### config.mk
export PLATFORM = sky130hd
export DESIGN_NAME = arbitro_memoria
export DESIGN_NICKNAME = d
export VERILOG_FILES = /design/src/rtl/arbitro_memoria.sv
export SDC_FILE = /design/constraint.sdc
export NUM_CORES = 1
export LEC_CHECK = 0
export CORE_MARGIN = 4
export CORE_UTILIZATION = 36
export DETAILED_ROUTE_END_ITERATION = 16
export PLACE_DENSITY = 0.81
export RECOVER_POWER = 25
export SETUP_SLACK_MARGIN = 0.3
export SYNTH_ARGS = -nofsm -noshare
export SYNTH_HDL_FRONTEND = slang
export SYNTH_SLANG_ARGS = --single-unit
export TNS_END_PERCENT = 10
### constraint.sdc
create_clock -name clk -period 1.6 [get_ports clk]
set_clock_uncertainty 0.2 [all_clocks]
set_input_delay 0.32 -clock clk [delete_from_list [all_inputs] [get_ports clk]]
set_output_delay 0.32 -clock clk [all_outputs]
set_load 0.01 [all_outputs]
### src/rtl/arbitro_memoria.sv
`default_nettype none
// ============================================================================
//  Module   : arbitro_memoria
//  Purpose  : Two-port arbiter in front of a single-ported word memory.
//             Port 0 = pipeline MEM stage, port 1 = loader/debug.
//             Round-robin or fixed priority with starvation guard for port 1.
//  Revision : 1.0 - initial release
// ============================================================================
module arbitro_memoria #(
   parameter int DATA_W         = 32,
   parameter int ADDR_W         = 10,
   parameter int PRIORIDAD_FIJA = 0,
   parameter int MAX_ESPERA     = 8
) (
   input  logic              clk,
   input  logic              reset_n,
   // port 0
   input  logic              req_0,
   input  logic              we_0,
   input  logic [ADDR_W-1:0] dir_0,
   input  logic [DATA_W-1:0] din_0,
   output logic              gnt_0,
   output logic              rvalid_0,
   output logic [DATA_W-1:0] dout_0,
   // port 1
   input  logic              req_1,
   input  logic              we_1,
   input  logic [ADDR_W-1:0] dir_1,
   input  logic [DATA_W-1:0] din_1,
   output logic              gnt_1,
   output logic              rvalid_1,
   output logic [DATA_W-1:0] dout_1,
   // memory side
   output logic              mem_read,
   output logic              mem_write,
   output logic [ADDR_W-1:0] mem_dir,
   output logic [DATA_W-1:0] mem_din,
   input  logic [DATA_W-1:0] mem_dout
);

   // Counter wide enough to reach MAX_ESPERA (at least one bit).
   localparam int c_ew = (MAX_ESPERA < 1) ? 1 : $clog2(MAX_ESPERA + 1);
   localparam logic [c_ew-1:0] c_espera_max = c_ew'(MAX_ESPERA);

   logic              r_gnt_0, r_gnt_1;
   logic              r_mem_read, r_mem_write;
   logic [ADDR_W-1:0] r_mem_dir;
   logic [DATA_W-1:0] r_mem_din;
   logic              r_rvalid_0, r_rvalid_1;
   logic [DATA_W-1:0] r_dout_0, r_dout_1;
   logic              r_ultimo;
   logic [c_ew-1:0]   r_espera;

   logic              w_win_0, w_win_1;
   logic [c_ew-1:0]   w_espera_next;

   // Winner selection for the command registered at this rising edge.
   always_comb begin
      w_win_0 = 1'b0;
      w_win_1 = 1'b0;
      if (req_0 && req_1) begin
         if (PRIORIDAD_FIJA != 0) begin
            // Port 0 wins ties unless port 1 has lost MAX_ESPERA times in a row.
            if (r_espera == c_espera_max) w_win_1 = 1'b1;
            else                          w_win_0 = 1'b1;
         end else begin
            // The port not granted most recently wins.
            if (r_ultimo) w_win_0 = 1'b1;
            else          w_win_1 = 1'b1;
         end
      end else if (req_0) begin
         w_win_0 = 1'b1;
      end else if (req_1) begin
         w_win_1 = 1'b1;
      end
   end

   // Starvation counter: counts port-1 losses, saturates, clears on grant or idle.
   always_comb begin
      w_espera_next = r_espera;
      if ((PRIORIDAD_FIJA == 0) || !req_1 || w_win_1) begin
         w_espera_next = '0;
      end else if (r_espera != c_espera_max) begin
         w_espera_next = r_espera + c_ew'(1);
      end
   end

   // Register the winning command onto the memory bus and pulse its grant.
   always_ff @(posedge clk or negedge reset_n) begin
      if (!reset_n) begin
         r_gnt_0     <= 1'b0;
         r_gnt_1     <= 1'b0;
         r_mem_read  <= 1'b0;
         r_mem_write <= 1'b0;
         r_mem_dir   <= '0;
         r_mem_din   <= '0;
      end else begin
         r_gnt_0 <= w_win_0;
         r_gnt_1 <= w_win_1;
         if (w_win_0) begin
            r_mem_read  <= ~we_0;
            r_mem_write <= we_0;
            r_mem_dir   <= dir_0;
            r_mem_din   <= din_0;
         end else if (w_win_1) begin
            r_mem_read  <= ~we_1;
            r_mem_write <= we_1;
            r_mem_dir   <= dir_1;
            r_mem_din   <= din_1;
         end else begin
            // Idle: strobes drop, address/data hold their last values.
            r_mem_read  <= 1'b0;
            r_mem_write <= 1'b0;
         end
      end
   end

   // Capture read data for the port whose read ran during the ending cycle.
   always_ff @(posedge clk or negedge reset_n) begin
      if (!reset_n) begin
         r_rvalid_0 <= 1'b0;
         r_rvalid_1 <= 1'b0;
         r_dout_0   <= '0;
         r_dout_1   <= '0;
      end else begin
         r_rvalid_0 <= r_mem_read & r_gnt_0;
         r_rvalid_1 <= r_mem_read & r_gnt_1;
         if (r_mem_read && r_gnt_0) r_dout_0 <= mem_dout;
         if (r_mem_read && r_gnt_1) r_dout_1 <= mem_dout;
      end
   end

   // Arbitration history: last winner and port-1 starvation count.
   always_ff @(posedge clk or negedge reset_n) begin
      if (!reset_n) begin
         r_ultimo <= 1'b1;
         r_espera <= '0;
      end else begin
         if (w_win_0)      r_ultimo <= 1'b0;
         else if (w_win_1) r_ultimo <= 1'b1;
         r_espera <= w_espera_next;
      end
   end

   assign gnt_0     = r_gnt_0;
   assign gnt_1     = r_gnt_1;
   assign rvalid_0  = r_rvalid_0;
   assign rvalid_1  = r_rvalid_1;
   assign dout_0    = r_dout_0;
   assign dout_1    = r_dout_1;
   assign mem_read  = r_mem_read;
   assign mem_write = r_mem_write;
   assign mem_dir   = r_mem_dir;
   assign mem_din   = r_mem_din;

endmodule
`default_nettype wire

Word level (Yosys, flattened, before mapping). Index checks and enable logic that the tools add are counted. W data, S select, Z words.

Input port bits: 122. Word-level logic and storage cells: 36. Output and inout bits: 112. Bits in registers: 113.

Reductions and logical operators: 4. Bitwise operators: 4. Multiplexer cells: 17.

Operators by type and width (number): $mux W32 (2); $mux W10 (2); $mux W1 (13); $logic_and A1 B1 Y1 (3); $and A1 B1 Y1 (2); $not A1 Y1 (2); $reduce_bool A2 Y1 (1).

Logic depth before layout (Yosys ltp).
Word-level depth: 5. Depth in mapped cells: 7. Depth with buffers taken out: 4.

Least setup slack after synthesis. OpenSTA, ideal clock, no wires.

Path type: register to register. From: register r_mem_read, in the netlist mem_read. To: register r_dout_1[10], in the netlist dout_1[10]. Required time: 1275 ps. Path buffers: 1. Cell stages (with the launch flop): 4. Slack: 143 ps. Clock period less this slack: 1457 ps. Setup time: 125 ps. Arrival time: 1132 ps. Cell sequence: dfrtp_1 -> nand2_1 -> buf_2 -> mux2_2.

Word-level cells in the longest chain between the ends: 1.

RTL lines: start, declared (RTL line 46) `logic r_mem_read, r_mem_write;`; start signal, assigned (RTL line 101) `r_mem_read <= ~we_0;`; start signal, assigned (RTL line 106) `r_mem_read <= ~we_1;`; $logic_and A1 B1 Y1 (RTL line 129) `if (r_mem_read && r_gnt_1) r_dout_1 <= mem_dout;`; end signal, assigned (RTL line 129); end, declared (RTL line 50) `logic [DATA_W-1:0] r_dout_0, r_dout_1;`.

Every way passes these cells. A chain may end at the register's enable or synchronous reset.

Worst setup path after layout.
From: register r_mem_read, in the netlist mem_read. To: register r_dout_1[5], in the netlist dout_1[5].

Same word-level chain as after synthesis.

==> reports/metrics.cfg <==
[place]
buffer_ports.inserted=233
postPlaceCellArea_mm2=0.008152
detailedPlace.worstSlack_ps=-14.30
place_congestion=0.7600
total_half_perimeter_wirelength_after_legalization_and_detailed_placement_mm=11.13

[cells_and_area]
area_delta_synth_final_pct=55.60
final_layout_size_suffix_gt1_frac=0.5742
final_area_mm2=0.008506
final_net_count=769
antenna_cells_inserted=0
final.fill_count=1177

[hold_path]
hold_depth=2
hold_path.startpoint=req_0
timing.hold.worst.class=input pin to flip-flop

[global_routing]
track_usage=0.1739
number_of_global_route_vias_before_repair=4552
pin_count_of_the_biggest_net_entering_global_routing=44
grt_pass1_wl_mm=24.23
number_of_antenna_violations_at_the_first_check_in_global_routing=0
grt_remaining_overflow=0

[synthesis]
mappedNetlistNets=505
synth.ff_latch_count=113
synth_cell_type_count=19
yosysWarnings=0
synth.avg_cell_area_um2=14.27
seq_area_frac_synth=0.5175
post_synth_instance_area_mm2=0.005466
synthesis.instances=383

[power_and_ir_drop]
power_density_mw_per_mm2=1268
power_frac_comb=0.282
ir_worst_vdd_v=0.0007556
p_leak_nw=3.937
proportion_of_power_drawn_by_flip_flops_and_latches=0.356
internal_power_mw=7.755
p_switching_mw=3.034
p_sw_frac=0.2812
clockPowerShare=0.362

[worst_setup_path]
worstSetupPathType=flip-flop to flip-flop
worstRegToRegCells=3
critPathCaptureType=flip-flop
worst_setup_path_startpoint=mem_read
cp.arrival_ps=1590
setup.worst_path.start_class=flip-flop
regToRegStartpoint=mem_read
crit_required_ps=1680
critical_path.max_fanout=25

[clock_network]
tritoncts_num_sinks=113
cts_root_buffer=sky130_fd_sc_hd__clkbuf_16
tritoncts=built
cts_max_path_buffers=2
worst_skew_pair.late_latency_ps=410
ctsHtreeMaxLevel=4
clk_pin_slew_ps=50
cts_buffers=17

[job]
drv_cap=0

[floorplan]
core_rows=44
num_io_pins=234
dieArea_mm2=0.01722
die-height_um=131.2
fp.dieW_um=131.2
floorplan.initialDensity=0.3719
fp.coreArea_mm2=0.01470

[routing]
drt_iter0_drc=106
routed_wl_mm=15.92
drt_pass1_iterations=4
ant_nets=0
route.vias.total=4151
routed_wire_length_per_instance_um=18.86
drt-vias-per-instance=4.918
drcViolationCount=0

[timing]
slew_violations=0
timing.final.setup_violations=0
max_freq_mhz=660.9
period_minus_slack_ps=1513
timing_hold_violations_final=0
timing.final.ws_setup_ps=86.92
worst_pin_slew_ps=523.8
finalSetupTns_ps=0
maxSlewHeadroom=0.6508
rsz_0062_raised_after_global_routing=true
final.period_utilization=0.9457

[status]
outcome=finished clean

-- layer usage --
metal / part of all wire / up-vias / global-route usage
li1: - / 1881 / -
met4: 0.014 / 0 / 0.04667
met3: 0.071 / 22 / 0.06995
met2: 0.50 / 179 / 0.2946
met1: 0.41 / 2069 / 0.2065
met5: 0 / - / 0
-- metrics by stage --
step	total power, mW	hold WS (ps)	utilization	std cells
6_report	10.79	51.75	0.5787	844
5_1_grt	11.29	65.76	0.5787	844
4_1_cts	10.83	0.8009	0.5693	838
3_5_place_dp	7.372	20.92	0.5546	795
3_3_place_gp	7.262	20.07	0.5546	795
2_1_floorplan	5.376	-175.6	-	383
-- power groups by stage --
stage          logic (mW)  clock network [mW]  registers, mW
2_1_floorplan        1.22                   0           4.15
4_1_cts              2.99                3.99           3.85
5_1_grt              3.24                4.14           3.92
3_5_place_dp         3.47                   0           3.91
6_report             3.04                3.91           3.84
3_3_place_gp         3.40                   0           3.87
-- state kept, by name (all words and copies together), names as in the netlist --
register / flops
dout_0: 32
dout_1: 32
mem_din: 32
mem_dir: 10
gnt_0: 1
gnt_1: 1
mem_read: 1
mem_write: 1
r_ultimo: 1
rvalid_0: 1
rvalid_1: 1
-- layout by cell type (no fill, tap or decap), types with 5 or more instances in the layout --
cell type / n
sky130_fd_sc_hd__clkinvlp_4: 5
sky130_fd_sc_hd__buf_12: 9
sky130_fd_sc_hd__clkbuf_16: 20
sky130_fd_sc_hd__mux2_4: 48
sky130_fd_sc_hd__buf_2: 106
sky130_fd_sc_hd__buf_6: 8
sky130_fd_sc_hd__clkdlybuf4s50_1: 118
sky130_fd_sc_hd__a21oi_2: 41
sky130_fd_sc_hd__inv_1: 45
sky130_fd_sc_hd__dfrtp_1: 111
sky130_fd_sc_hd__buf_4: 20
sky130_fd_sc_hd__o22ai_2: 40
sky130_fd_sc_hd__mux2_2: 58
-- worst paths after layout --
kind / to / slack, ps
min in group asynchronous: dout_1[16] / 230
hold reg to reg: r_ultimo / 280
setup / recovery: dout_1[5] / 90
max in group asynchronous: mem_din[12] / 220
hold / removal: r_ultimo / 50
setup reg to reg: dout_1[5] / 90
-- cells in the mapped netlist --
cell	n	area share
sky130_fd_sc_hd__mux2_4	40	0.11
sky130_fd_sc_hd__o22ai_1	3	0.0034
sky130_fd_sc_hd__dfstp_2	1	0.0048
sky130_fd_sc_hd__nand2_4	1	0.0021
sky130_fd_sc_hd__buf_4	4	0.0055
sky130_fd_sc_hd__a21oi_2	39	0.062
sky130_fd_sc_hd__buf_6	10	0.021
sky130_fd_sc_hd__dfrtp_1	112	0.51
sky130_fd_sc_hd__buf_2	11	0.010
sky130_fd_sc_hd__a21boi_0	1	0.0014
sky130_fd_sc_hd__o21ai_0	2	0.0018
sky130_fd_sc_hd__nand2_1	2	0.0014
sky130_fd_sc_hd__o22ai_2	39	0.089
sky130_fd_sc_hd__a21oi_1	3	0.0027
sky130_fd_sc_hd__mux2_2	66	0.14
sky130_fd_sc_hd__inv_4	1	0.0011
sky130_fd_sc_hd__inv_1	45	0.031
sky130_fd_sc_hd__nand2b_1	2	0.0023
sky130_fd_sc_hd__a22o_1	1	0.0016
-- critical path: stages, from the launching register on --
cell	delay (ps)
sky130_fd_sc_hd__dfrtp_2	450
sky130_fd_sc_hd__nand2_2	150
sky130_fd_sc_hd__buf_12	210
sky130_fd_sc_hd__mux2_2	360
-- timing repair --
action / in CTS / in global routing
gates resized for setup: 450 / 14
setup endpoints to repair: 218 / 220
endpoints found under the hold margin: 112 / 0
cloned: 0 / 5
setup buffers: 10 / 1
hold buffers: 1 / 0
-- final cells by class --
type	count	area (um^2)	share of cell area
clock inverter	12	155.1	0.01824
inverter	46	185.2	0.02177
sequential	113	2830	0.3327
timing repair buffer	269	2272	0.2671
tap	184	230.2	0.02707
clock buffer	20	466.7	0.05487
multi-input combinational	199	2357	0.2771
timing repair inverter	1	8.758	0.001030
-- cells by family after synthesis --
kind of cell | count (synthesis) | share of synthesized area
flops | 113 | 0.5175
mux | 106 | 0.2458
compound gates | 88 | 0.1627
buf+inv | 71 | 0.06821
simple gates | 5 | 0.005722
No activity file was read; power rests on OpenSTA's default activity.
